`src/rtl/stoch_pkg.sv`:
```
// Shared types for the stochastic-computing blocks: decoder FSM states and accumulator sizing.
// Latency: n/a (declarations only).
// Backpressure: n/a.
package stoch_pkg;

    typedef enum logic [1:0] {
        IDLE   = 2'd0,
        WARMUP = 2'd1,
        ACCUM  = 2'd2,
        HOLD   = 2'd3
    } state_t;

    // Signed width that holds -window..+window.
    function automatic int acc_w(input int window);
        return $clog2(window) + 2;
    endfunction

endpackage

```
`src/rtl/stoch_signed_counter.sv`:
```
// Per-element signed up/down counter for a bipolar (p/m rail) stochastic stream.
// Latency: count reflects a sample one cycle after en is high with it.
// Backpressure: none; clr has priority over en.
module stoch_signed_counter #(
    parameter int ACC_W = 6
) (
    input  logic                    CLK,
    input  logic                    nRST,
    input  logic                    clr,
    input  logic                    en,
    input  logic                    p,
    input  logic                    m,
    output logic signed [ACC_W-1:0] count
);

    always_ff @(posedge CLK or negedge nRST) begin
        if (!nRST) begin
            count <= '0;
        end else if (clr) begin
            count <= '0;
        end else if (en && (p ^ m)) begin
            count <= p ? count + ACC_W'(1) : count - ACC_W'(1);
        end
    end

endmodule

```
`src/rtl/stoch_signed_decoder.sv`:
```
// Decodes NUM_ELEMS signed stochastic streams by summing (p - m) over WINDOW cycles after SKIP warm-up cycles.
// Latency: result valid SKIP+WINDOW cycles after the start edge.
// Backpressure: result held in HOLD until out_ready; start is only accepted in IDLE or on the accepting HOLD cycle.
module stoch_signed_decoder
    import stoch_pkg::*;
#(
    parameter  int NUM_ELEMS = 9,
    parameter  int WINDOW    = 16,
    parameter  int SKIP      = 0,
    localparam int ACC_W     = acc_w(WINDOW)
) (
    input  logic                              CLK,
    input  logic                              nRST,
    input  logic                              start,
    input  logic [NUM_ELEMS-1:0]              x_p,
    input  logic [NUM_ELEMS-1:0]              x_m,
    output logic                              busy,
    output logic                              out_valid,
    input  logic                              out_ready,
    output logic [NUM_ELEMS-1:0][ACC_W-1:0]   out_value
);

    localparam int CMAX  = (SKIP > WINDOW) ? SKIP : WINDOW;
    localparam int CNT_W = $clog2(CMAX + 1);
    localparam logic [CNT_W-1:0] WARM_LAST = CNT_W'((SKIP > 0) ? SKIP - 1 : 0);
    localparam logic [CNT_W-1:0] ACC_LAST  = CNT_W'(WINDOW - 1);
    localparam state_t FIRST = (SKIP > 0) ? WARMUP : ACCUM;

    state_t                         state, state_nxt;
    logic [CNT_W-1:0]               cnt;
    logic                           clr;
    logic                           en;
    logic [NUM_ELEMS-1:0][ACC_W-1:0] count;

    always_ff @(posedge CLK or negedge nRST) begin
        if (!nRST) begin
            state <= IDLE;
        end else begin
            state <= state_nxt;
        end
    end

    always_comb begin
        state_nxt = state;
        case (state)
            IDLE:    if (start) state_nxt = FIRST;
            WARMUP:  if (cnt == WARM_LAST) state_nxt = ACCUM;
            ACCUM:   if (cnt == ACC_LAST) state_nxt = HOLD;
            HOLD:    if (out_ready) state_nxt = start ? FIRST : IDLE;
            default: state_nxt = IDLE;
        endcase
    end

    always_comb begin
        busy      = (state == WARMUP) || (state == ACCUM);
        out_valid = (state == HOLD);
        en        = (state == ACCUM);
        clr       = start && ((state == IDLE) || ((state == HOLD) && out_ready));
    end

    // Phase counter restarts on every state change, so each phase counts from zero.
    always_ff @(posedge CLK or negedge nRST) begin
        if (!nRST) begin
            cnt <= '0;
        end else if (state != state_nxt) begin
            cnt <= '0;
        end else if (busy) begin
            cnt <= cnt + CNT_W'(1);
        end
    end

    for (genvar i = 0; i < NUM_ELEMS; i++) begin : g_elem
        stoch_signed_counter #(
            .ACC_W (ACC_W)
        ) u_cnt (
            .CLK   (CLK),
            .nRST  (nRST),
            .clr   (clr),
            .en    (en),
            .p     (x_p[i]),
            .m     (x_m[i]),
            .count (count[i])
        );
    end

    always_comb begin
        out_value = out_valid ? count : '0;
    end

endmodule

```
`config.mk`:
```
export PLATFORM = sky130hd
export DESIGN_NAME = stoch_signed_decoder
export DESIGN_NICKNAME = d
export VERILOG_FILES = /design/src/rtl/stoch_pkg.sv /design/src/rtl/stoch_signed_counter.sv /design/src/rtl/stoch_signed_decoder.sv
export SDC_FILE = /design/constraint.sdc
export NUM_CORES = 1
export LEC_CHECK = 0
export BUFFER_PORTS_ARGS = -buffer_cell sky130_fd_sc_hd__clkbuf_2
export CAP_MARGIN = 20
export CELL_PAD_IN_SITES_DETAIL_PLACEMENT = 1
export CELL_PAD_IN_SITES_GLOBAL_PLACEMENT = 1
export CORE_UTILIZATION = 25
export DETAILED_ROUTE_END_ITERATION = 8
export PLACE_DENSITY = 0.57
export SYNTH_ARGS = -nofsm -noshare
export SYNTH_HDL_FRONTEND = slang
export SYNTH_SLANG_ARGS = --single-unit
```
`constraint.sdc`:
```
create_clock -name CLK -period 3.5 [get_ports CLK]
set_input_delay 0.525 -clock CLK [delete_from_list [all_inputs] [get_ports CLK]]
set_output_delay 0.525 -clock CLK [all_outputs]
set_load 0.02 [all_outputs]
```
Yosys cells after proc, flatten, opt, wreduce, memory -nomap -nowiden

Index checks and enable logic that the tools add are counted.

Add/subtract/negate cells: 19
Eq/ne operators: 5
Multiplexer cells: 36
Bitwise gates (word level): 9
Reductions and logical operators: 25

Operators with widths:

| kind                  | number |
|---|---|
| $mux W6               | 27 |
| $add A6 B2 Y6 const B | 9 |
| $mux W54              | 1 |
| $sub A6 B2 Y6 const B | 9 |
| $reduce_bool A2 Y1    | 10 |
| $logic_and A1 B1 Y1   | 11 |
| $mux W2               | 5 |
| $mux W5               | 2 |
| $xor A1 B1 Y1         | 9 |
| $pmux W2 S4           | 1 |
| $add A5 B1 Y5 const B | 1 |
| $eq A5 B4 Y1 const B  | 1 |
| $logic_not A5 Y1      | 1 |
| $eq A2 B2 Y1 const B  | 2 |
| $eq A2 B1 Y1 const B  | 1 |
| $logic_not A2 Y1      | 1 |
| $logic_or A1 B1 Y1    | 2 |
| $ne A2 B2 Y1          | 1 |

Bits in registers: 61
Bits of input ports: 22
Output and inout port bits: 56
Word-level logic and storage cells: 105

Depth between registers and ports, before layout

Gate-level depths: netlist of run 1.

Depth in word-level cells: 5
Mapped depth: 8
Mapped depth without buffers: 7

Cells and area by module

Synthesis of run 1 repeated with hierarchy kept, for this count alone.

Cell total of the unflattened synthesis: 543
Area total of the unflattened synthesis: 4966.0 sq um

Modules (own cells, without submodules):

| module                                     | times used | cells each | area an instance (sq um) | seq. area each (sq um) |
|---|---|---|---|---|
| stoch_signed_counter (g_elem[0].u_cnt ...) | 5          | 47         | 449.2                    | 150.1 |
| stoch_signed_counter (g_elem[6].u_cnt ...) | 3          | 46         | 436.7                    | 150.1 |
| stoch_signed_decoder                       | 1          | 124        | 974.7                    | 175.2 |
| stoch_signed_counter (g_elem[3].u_cnt)     | 1          | 46         | 435.4                    | 150.1 |

Worst setup path before layout of run 1

OpenSTA, ideal clock, no wires.

Kind: input port to flip-flop
From: input x_p[0]
To: register g_elem[0].u_cnt.count[5]
Setup time: 0.125 ns
Arrival time: 2.016 ns
Data required time: 3.375 ns
Path slack: 1.359 ns
Stages: 7
Path buffers: 0
Cells stage by stage: inv_1 > ha_1 > a211oi_1 > o21bai_1 > a21oi_1 > mux2_2 > mux2_2

Word-level cells in the longest chain between the ends: 3
Elaborated cells on any way between the ends: 6
Classes of those cells: mux (3); bitwise (1); reduce/logical (2)

RTL lines:

| what                                           | line                                                   | text |
|---|---|---|
| from (decl)                                    | stoch_signed_decoder.sv:15                             | `input logic [NUM_ELEMS-1:0] x_p,` |
| $mux W6 or $xor A1 B1 Y1 (tied branches)       | stoch_signed_counter.sv:22, stoch_signed_counter.sv:21 |  |
| $mux W6 or $logic_and A1 B1 Y1 (tied branches) | stoch_signed_counter.sv:21                             | `end else if (en && (p ^ m)) begin` |
| $mux W6 or $reduce_bool A2 Y1 (tied branches)  | n/a                                                    |  |
| to (signal assigned)                           | stoch_signed_counter.sv:22                             | `count <= p ? count + ACC_W'(1) : count - ACC_W'(1);` |
| to (decl)                                      | stoch_signed_counter.sv:13                             | `output logic signed [ACC_W-1:0] count` |

Parallel ways exist; a longest one is shown, timed or not. The select of a mux whose other input is x is not followed.
A chain may end at the register's enable or synchronous reset.

==> summary.md, run 1 <==
| Metric | Value |
|---|---|
| P_leak | `2.86 nW` |
| Mapped Area | `4810 um^2` |
| Number of synthesized flops with an enable pin | `0` |
| Met1 Wirelength | `6100 um` |
| # placed instances | `856` |
| HP Class | `input pin to async pin` |
| Unrepaired setup endpoints after global routing | `false` |
| Status | `finished, final reports clean` |
| Multi-input gate area | `3080 um^2` |
| Layout area overhead | `20.6%` |
| Row count | `50` |
| Worst reg2reg setup slack | `0.93 ns` |
| Worst setup startpoint | `state[1]` |
| Final hold slack | `0.288 ns` |
| Yosys warning count | `0` |
| Layout cells sized above 1 | `19.1%` |
| Root Driver | `clkbuf_16` |
| Seq/Total Area, Yosys | `31.8%` |
| Total power | `4.89 mW` |
| Ant. Diodes | `0` |
| Critical Path Source Type | `flip-flop` |
| Post-route DRC | `0` |
| Fin crit period | `2.66 ns` |
| CTS tree | `done` |
| CTS sink count | `61` |
| Post-synth top area cell | `dfrtp_1` |
| Post-route ant nets | `0` |
| Io pins | `78` |
| Commonest cells post-synth | `nor2_1 (69), dfrtp_1 (61), and2_1 (54)` |
| Vias per inst | `4.76` |
| CTS H-tree depth | `3` |
| VDD IR max | `0.247 mV` |
| Worst Setup End Kind | `primary output` |
| Count leader, synth | `nor2_1` |
| Final Hold Viols | `0` |
| FF-to-FF Start | `state[0]` |
| Core ar. | `18800 um^2` |
| Placed cell area | `5490 um^2` |
| Cell Count, Final, Fillers Out | `872` |
| Least-Margin Pin Slew | `0.845 ns` |
| Antenna violations before repair | `0` |
| CP required | `2.97 ns` |
| Worst Skew | `0.00599 ns` |
| Final net count | `708` |
| Resized cells post-CTS | `0` |
| Routability cong. | `0.824` |
| Design area | `5800 um^2` |
| CP Class | `flip-flop to primary output` |
| Main synth FF type | `dfrtp_1` |
| Clock-pin slew on the worst setup and hold paths | `0.06 ns` |
| DR vias | `4154` |
| Die area | `19800 um^2` |
| Maxcap violations | `0` |
| Synth top area share | `31.8%` |
| Fmax | `375 MHz` |
| Syn avg cell area | `8.66 um^2` |
| # fillers | `2263` |
| Setup TNS | `0 ns` |
| Worst-Skew Late Latency | `0.34 ns` |
| IO Port Bufs | `77` |
| Initial Util | `25.6%` |
| Worst Path Max Fanout | `32` |
| Largest net degree at the start of global routing | `35` |
| Metal2 WL | `6250 um` |
| Detailed Route Iter0 Violations | `76` |
| Final HPWL DP | `9680 um` |
| Wire per inst | `14.8 um` |
| Total GRT Usage | `13.7%` |
| Worst R2R End | `g_elem[0].u_cnt.count[5]` |
| Routed Wire Length | `12900 um` |
| DIE HEIGHT | `141 um` |
| Register area | `1530 um^2` |
| Die Wd | `141 um` |
| Vias in the first global route | `4223` |
| Top sig layer | `met4` |
| Crit path to | `out_value[37]` |
| Total grt overflow | `0` |
| Met3 Wirelength | `296 um` |
| Worst EP arrival | `2.14 ns` |
| Reg2reg path depth | `6` |
| Ranking of synthesized cells by area | `dfrtp_1 (32%), ha_1 (11%), and2_1 (7.0%)` |
| Async set or reset register ratio after synthesis | `100%` |
| CTS Buffer Depth | `2` |
| CTS Hold Bufs | `0` |
| #FFs+latches synth | `61` |
| Setup Buffers After CTS | `0` |
| Pins over their slew limit | `0` |
| DR pass1 iterations | `4` |
| Endpoints failing setup | `0` |
| Pwr/cell area | `844 nW/um^2` |
| Global-route wire length before repair | `21300 um` |
| Cts bufs inserted | `9` |
| Synth cell types | `38` |
| Post-Syn Instances | `555` |
| Final period util | `76.1%` |
| Net Count, Synth | `630` |
| Slew headroom | `43.7%` |
[report_power, final]
group | switching (mW) | internal, mW | leakage [nW]
Clock | 0.345 | 0.606 | 0.158
Combinational | 1.39 | 1.16 | 1.95
Sequential | 0.327 | 1.06 | 0.746
[sequential cells by signal (all words and copies together) (netlist names)]
name / flops
cnt: 5
g_elem.u_cnt.count: 54
state: 2
[cell type report]
cell class	instances	share of cell area (%)
clock inverter	4	0.777
inverter	41	2.65
timing repair buffer	82	7.51
sequential	61	26.3
clock buffer	12	4.60
multi-input combinational	438	53.1
tap	234	5.05
[logic make-up after synthesis]
family | after synthesis | share of synthesized area (%)
muxes | 19 | 4.42
DFF | 61 | 31.8
and+or+nand+nor | 217 | 23.3
buffers and inverters | 56 | 4.45
xor gates and xnor gates | 21 | 3.83
adders and majority gates | 53 | 15.2
AOI/OAI and AO/OA | 128 | 17.1
[worst min path at each step]
stage / from / to / slack (ns) / cells after the start
2_1_floorplan: nRST / cnt[0] / 0.23 / 0
3_5_place_dp: g_elem[1].u_cnt.count[3] / g_elem[1].u_cnt.count[3] / 0.54 / 2
5_1_grt: nRST / g_elem[1].u_cnt.count[2] / 0.36 / 1
3_3_place_gp: g_elem[6].u_cnt.count[4] / g_elem[6].u_cnt.count[4] / 0.54 / 2
4_1_cts: nRST / g_elem[1].u_cnt.count[2] / 0.32 / 1
6_report: nRST / g_elem[1].u_cnt.count[2] / 0.29 / 1
[metal layers]
layer	vias up	global-route usage, %
met3	12	2.07
met4	0	6.01
met2	57	23.0
met1	2032	17.3
met5	-	0
li1	2053	-
[stage by stage]
stage / util (%) / setup WS (ns)
final: 30.9 / 0.836
after global routing: 30.9 / 0.664
after CTS: 30.9 / 0.768
after detailed placement: 29.2 / 0.831
after global placement: 29.2 / 0.790
after floorplan: - / 1.36
[cells in the final DEF (no fill, tap or decap), types with 9 or more instances in the layout]
cell,instances
a211o_1,10
a211oi_1,9
a21o_1,10
a21oi_1,47
and2_1,54
clkbuf_16,9
clkbuf_2,76
dfrtp_1,61
fa_1,9
ha_1,43
inv_1,41
mux2_2,18
nand2_1,29
nand3b_1,9
nor2_1,69
nor2b_1,27
nor3_1,18
o211ai_1,10
o21a_1,9
o21ai_0,19
o21bai_1,9
xnor2_1,10
xor2_1,11
[critical path: stages, from the launching register on]
cell,delay (ns)
dfrtp_1,0.47
ha_2,0.60
buf_4,0.36
and2_1,0.19
clkbuf_2,0.17
No activity file was read; power rests on OpenSTA's default activity.
==> inputs of run 2 (changes only) <==
--- a/config.mk
+++ b/config.mk
@@ -11,7 +11,7 @@
 export CELL_PAD_IN_SITES_GLOBAL_PLACEMENT = 1
 export CORE_UTILIZATION = 25
 export DETAILED_ROUTE_END_ITERATION = 8
-export PLACE_DENSITY = 0.57
+export PLACE_DENSITY = 0.59
 export SYNTH_ARGS = -nofsm -noshare
 export SYNTH_HDL_FRONTEND = slang
 export SYNTH_SLANG_ARGS = --single-unit
==> constraint.sdc (replaced) <==
create_clock -name CLK -period 2.3 [get_ports CLK]
set_input_delay 0.345 -clock CLK [delete_from_list [all_inputs] [get_ports CLK]]
set_output_delay 0.345 -clock CLK [all_outputs]
set_load 0.02 [all_outputs]
==> summary.md, run 2 (same netlist as run 1, synthesis figures left out) <==
| Metric | Value |
|---|---|
| Global-route wire length before repair | `22600 um` |
| FF-to-FF Start | `g_elem[4].u_cnt.count[1]` |
| Endpoints failing setup | `0` |
| Most frequent cells in the layout | `clkbuf_2 (76), nor2_1 (69), dfrtp_1 (61)` |
| Maxcap violations | `0` |
| Commonest non-fill, non-tap cell in the layout | `clkbuf_2` |
| Vias in the first global route | `4609` |
| Switching share of power | `42.0%` |
| Ant. Diodes | `0` |
| CTS sink count | `61` |
| Routability cong. | `0.817` |
| Initial Util | `25.6%` |
| CTS H-tree depth | `3` |
| Detailed Route Iter0 Violations | `89` |
| Critical Path Source Type | `flip-flop` |
| Reg2reg path depth | `6` |
| Total GRT Usage | `14.4%` |
| Io pins | `78` |
| DIE HEIGHT | `141 um` |
| Total grt overflow | `0` |
| Layout area overhead | `24.4%` |
| Final net count | `732` |
| Final HPWL DP | `10100 um` |
| Slew headroom | `56.7%` |
| Clock-pin slew on the worst setup and hold paths | `0.05 ns` |
| Pwr/cell area | `1250 nW/um^2` |
| CP required | `1.96 ns` |
| Worst EP arrival | `1.82 ns` |
| Final Worst Setup Slack | `0.137 ns` |
| Routed Wire Length | `13000 um` |
| Root Driver | `clkbuf_16` |
| Fin crit period | `2.16 ns` |
| P_sw | `3.14 mW` |
| HP Class | `input pin to async pin` |
| Die area | `19800 um^2` |
| CP Class | `flip-flop to primary output` |
| Wire per inst | `14.5 um` |
| Worst Skew | `0.00837 ns` |
| Worst Setup End Kind | `primary output` |
| # fillers | `2266` |
| Power Internal | `4.32 mW` |
| Row count | `50` |
| Worst reg2reg setup slack | `0.18 ns` |
| Worst R2R End | `g_elem[4].u_cnt.count[5]` |
| Antenna violations before repair | `0` |
| Fmax | `462 MHz` |
| Layout cells sized above 1 | `21.6%` |
| Status | `finished, final reports clean` |
| Core ar. | `18800 um^2` |
| Clock power share | `17.3%` |
| Largest reg by FF count | `g_elem.u_cnt.count` |
| Largest net degree at the start of global routing | `51` |
| Worst setup startpoint | `state[1]` |
| DR pass1 iterations | `4` |
| Post-route DRC | `0` |
| Seq pwr share | `28.4%` |
| VDD IR max | `0.384 mV` |
| Top flop regs | `g_elem.u_cnt.count (54), cnt (5), state (2)` |
| Unrepaired setup endpoints after global routing | `false` |
| Combinational power share | `54.3%` |
| Cts bufs inserted | `9` |
| CTS Buffer Depth | `2` |
| Worst Path Max Fanout | `30` |
| Pre-CTS setup slack | `0.0427 ns` |
| CTS Hold Bufs | `0` |
| Die Wd | `141 um` |
| Post-route ant nets | `0` |
| CTS tree | `done` |
| P_leak | `2.96 nW` |
| Setup TNS | `0 ns` |
| Least-Margin Pin Slew | `0.649 ns` |
| Largest register FFs | `54` |
| Final Hold Viols | `0` |
| IO Port Bufs | `77` |
| Pins over their slew limit | `0` |
| Vias per inst | `4.76` |
| Final period util | `94.0%` |
| Final core occ | `31.9%` |
| DR vias | `4263` |
| Worst-Skew Late Latency | `0.34 ns` |
-- run 2: layer usage --
metal / up-vias / GRT usage, % / routed length, um
met5: - / 0 / 0
met1: 2090 / 18.2 / 6210
li1: 2102 / - / -
met2: 56 / 24.1 / 6210
met3: 15 / 2.11 / 334
met4: 0 / 6.35 / 235
-- run 2: worst max path at each step --
stage	to	cells after the start
3_3_place_gp	g_elem[4].u_cnt.count[5]	8
3_5_place_dp	g_elem[4].u_cnt.count[5]	8
4_1_cts	out_value[35]	4
2_1_floorplan	g_elem[0].u_cnt.count[0]	7
6_report	out_value[35]	4
5_1_grt	out_value[35]	4
-- run 2: worst max-delay path, stage by stage (launching register included) --
cell,delay (ns)
dfrtp_1,0.49
ha_4,0.29
buf_4,0.31
and2_1,0.20
clkbuf_2,0.18
-- run 2: cell type report --
cell class / count / area (um^2) / share of cell area (%)
multi-input cells: 438 / 3090 / 51.6
flip-flops and latches: 61 / 1530 / 25.5
repair buffers: 106 / 641 / 10.7
well taps: 234 / 293 / 4.90
clock buffers: 14 / 274 / 4.58
inverters: 41 / 154 / 2.57
clock inverters: 1 / 5.00 / 0.0837
-- run 2: repair_timing --
item	CTS	global route
endpoints found under the hold margin	0	0
buffers inserted	0	0
gates resized for setup	1	0
setup endpoints to repair	30	0
-- run 2: per-stage QoR --
step / cells / instance area, um^2 / hold WS, ns / power (mW)
4_1_cts: 895 / 5980 / 0.0467 / 7.61
5_1_grt: 895 / 5980 / 0.0695 / 8.25
3_3_place_gp: 880 / 5690 / 0.402 / 5.98
3_5_place_dp: 880 / 5690 / 0.412 / 6.24
6_report: 895 / 5980 / 0.0316 / 7.46
2_1_floorplan: 555 / 4810 / 0.0494 / 5.00
-- run 2: power groups by stage --
stage                     Combinational [mW]  Sequential, mW  Clock, mW
after floorplan                         3.06            1.94          0
after global placement                  3.86            2.12          0
after detailed placement                4.09            2.15          0
after CTS                               4.12            2.14       1.35
after global routing                    4.64            2.22       1.39
final                                   4.05            2.12       1.29
==> inputs of run 3 (changes only) <==
--- a/config.mk
+++ b/config.mk
@@ -12,6 +12,7 @@
 export CORE_UTILIZATION = 25
 export DETAILED_ROUTE_END_ITERATION = 8
 export PLACE_DENSITY = 0.59
+export REMOVE_ABC_BUFFERS = 1
 export SYNTH_ARGS = -nofsm -noshare
 export SYNTH_HDL_FRONTEND = slang
 export SYNTH_SLANG_ARGS = --single-unit
==> summary.md, run 3 (same netlist as run 1, synthesis figures left out) <==
| Metric | Value |
|---|---|
| Status | `finished, final reports clean` |
| Commonest non-fill, non-tap cell in the layout | `clkbuf_2` |
| HP Class | `input pin to flip-flop` |
| Layout area overhead | `26.0%` |
| Initial Util | `25.6%` |
| Worst Skew | `0.00894 ns` |
| Worst EP arrival | `2.39 ns` |
| CTS H-tree depth | `3` |
| Largest register FFs | `54` |
| Fmax | `460 MHz` |
| VDD IR max | `0.383 mV` |
| Unrepaired setup endpoints after global routing | `false` |
| Wire per inst | `14.8 um` |
| CP Class | `flip-flop to flip-flop` |
| Layout cells sized above 1 | `22.0%` |
| IO Port Bufs | `77` |
| Row count | `50` |
| Global-route wire length before repair | `23100 um` |
| # placed instances | `881` |
| Slew headroom | `66.7%` |
| Min-delay src | `start` |
| Largest net degree at the start of global routing | `45` |
| Worst Path Max Fanout | `4` |
| Cell Count, Final, Fillers Out | `898` |
| Die area | `19800 um^2` |
| Pins over their slew limit | `0` |
| Worst Setup End Kind | `flip-flop` |
| Most frequent cells in the layout | `clkbuf_2 (76), nor2_1 (69), dfrtp_1 (61)` |
| Post-route ant nets | `0` |
| Setup TNS | `0 ns` |
| CP required | `2.52 ns` |
| Post-route DRC | `0` |
| Cts bufs inserted | `9` |
| Detailed Route Iter0 Violations | `74` |
| DR pass1 iterations | `4` |
| CTS tree | `done` |
| Hold Path Sink | `state[0]` |
| Critical Path Source Type | `flip-flop` |
| Endpoints failing setup | `0` |
| Ant. Diodes | `0` |
| Setup Buffers After CTS | `0` |
| DIE HEIGHT | `141 um` |
| Routed Wire Length | `13300 um` |
| P_leak | `3.00 nW` |
| Least-Margin Pin Slew | `0.492 ns` |
| CTS Buffer Depth | `2` |
| Worst reg2reg setup slack | `0.12 ns` |
| CTS sink count | `61` |
| FF-to-FF Start | `g_elem[1].u_cnt.count[1]` |
| Final net count | `734` |
| Pwr/cell area | `1290 nW/um^2` |
| Root Driver | `clkbuf_16` |
| Vias per inst | `4.72` |
| Antenna violations before repair | `0` |
| Worst-Skew Late Latency | `0.34 ns` |
| Final HPWL DP | `10200 um` |
| Largest reg by FF count | `g_elem.u_cnt.count` |
| Final period util | `94.6%` |
| Fin crit period | `2.18 ns` |
| Vias in the first global route | `4629` |
| Io pins | `78` |
| Final Hold Viols | `0` |
| DR vias | `4239` |
| Min-Delay Path Depth | `3` |
| Top flop regs | `g_elem.u_cnt.count (54), cnt (5), state (2)` |
| Routability cong. | `0.835` |
| Worst R2R End | `g_elem[1].u_cnt.count[5]` |
| Clock-pin slew on the worst setup and hold paths | `0.05 ns` |
| Core ar. | `18800 um^2` |
| Reg2reg path depth | `6` |
| Die Wd | `141 um` |
| Total GRT Usage | `14.5%` |
| Total grt overflow | `0` |
| Total power | `7.79 mW` |
| Maxcap violations | `0` |
run 3: cell type report:
| type | count | area, um^2 |
|---|---|---|
| clock buffers | 13 | 270 |
| clock inverters | 3 | 90.1 |
| fillers | 2249 | 12700 |
| inverters | 41 | 154 |
| multi-input cells | 438 | 3080 |
| flip-flops and latches | 61 | 1530 |
| well taps | 234 | 293 |
| repair buffers | 108 | 646 |
run 3: worst max path at each step:
stage / cells after the start / from / slack (ns) / endpoint
after detailed placement: 8 / x_p[1] / -0.03 / g_elem[1].u_cnt.count[5]
after global routing: 6 / g_elem[1].u_cnt.count[1] / 0.0007 / g_elem[1].u_cnt.count[5]
final: 6 / g_elem[1].u_cnt.count[1] / 0.12 / g_elem[1].u_cnt.count[5]
after floorplan: 5 / state[1] / -1.74 / g_elem[0].u_cnt.count[5]
after CTS: 6 / g_elem[1].u_cnt.count[1] / 0.13 / g_elem[1].u_cnt.count[5]
after global placement: 8 / x_p[8] / 0.08 / g_elem[8].u_cnt.count[5]
run 3: metal layers:
| layer | part of all wire (%) | track usage, % |
|---|---|---|
| met5 | 0 | 0 |
| met4 | 1.0 | 3.78 |
| met3 | 2.7 | 2.65 |
| met2 | 50 | 26.2 |
| met1 | 46 | 17.8 |
run 3: power breakdown:
group          switching (mW)  internal, mW  total [mW]
Combinational            2.16          1.88        4.04
Clock                   0.503          1.15        1.65
Sequential              0.488          1.62        2.10
run 3: timing repair:
item | 4_1_cts | 5_1_grt
resized for setup | 0 | 0
hold buffers | 1 | 0
endpoints found under the hold margin | 15 | 0
run 3: metrics by stage:
step	worst slack [ns]	instance area [um^2]	util [%]	hold slack (ns)
final	0.125	6060	32.3	0.391
after CTS	0.130	6060	32.3	0.370
after detailed placement	-0.0279	5690	30.3	0.321
after global placement	0.0806	5690	30.3	0.320
after floorplan	-1.74	4750	-	0.0494
after global routing	0.000673	6060	32.3	0.438
run 3: critical path: stages (launching register included):
cell and delay (ns):
dfrtp_1 0.42, ha_1 0.30, a211oi_1 0.37, o21bai_1 0.14
a21oi_1 0.21, mux2_2 0.36, mux2_2 0.26
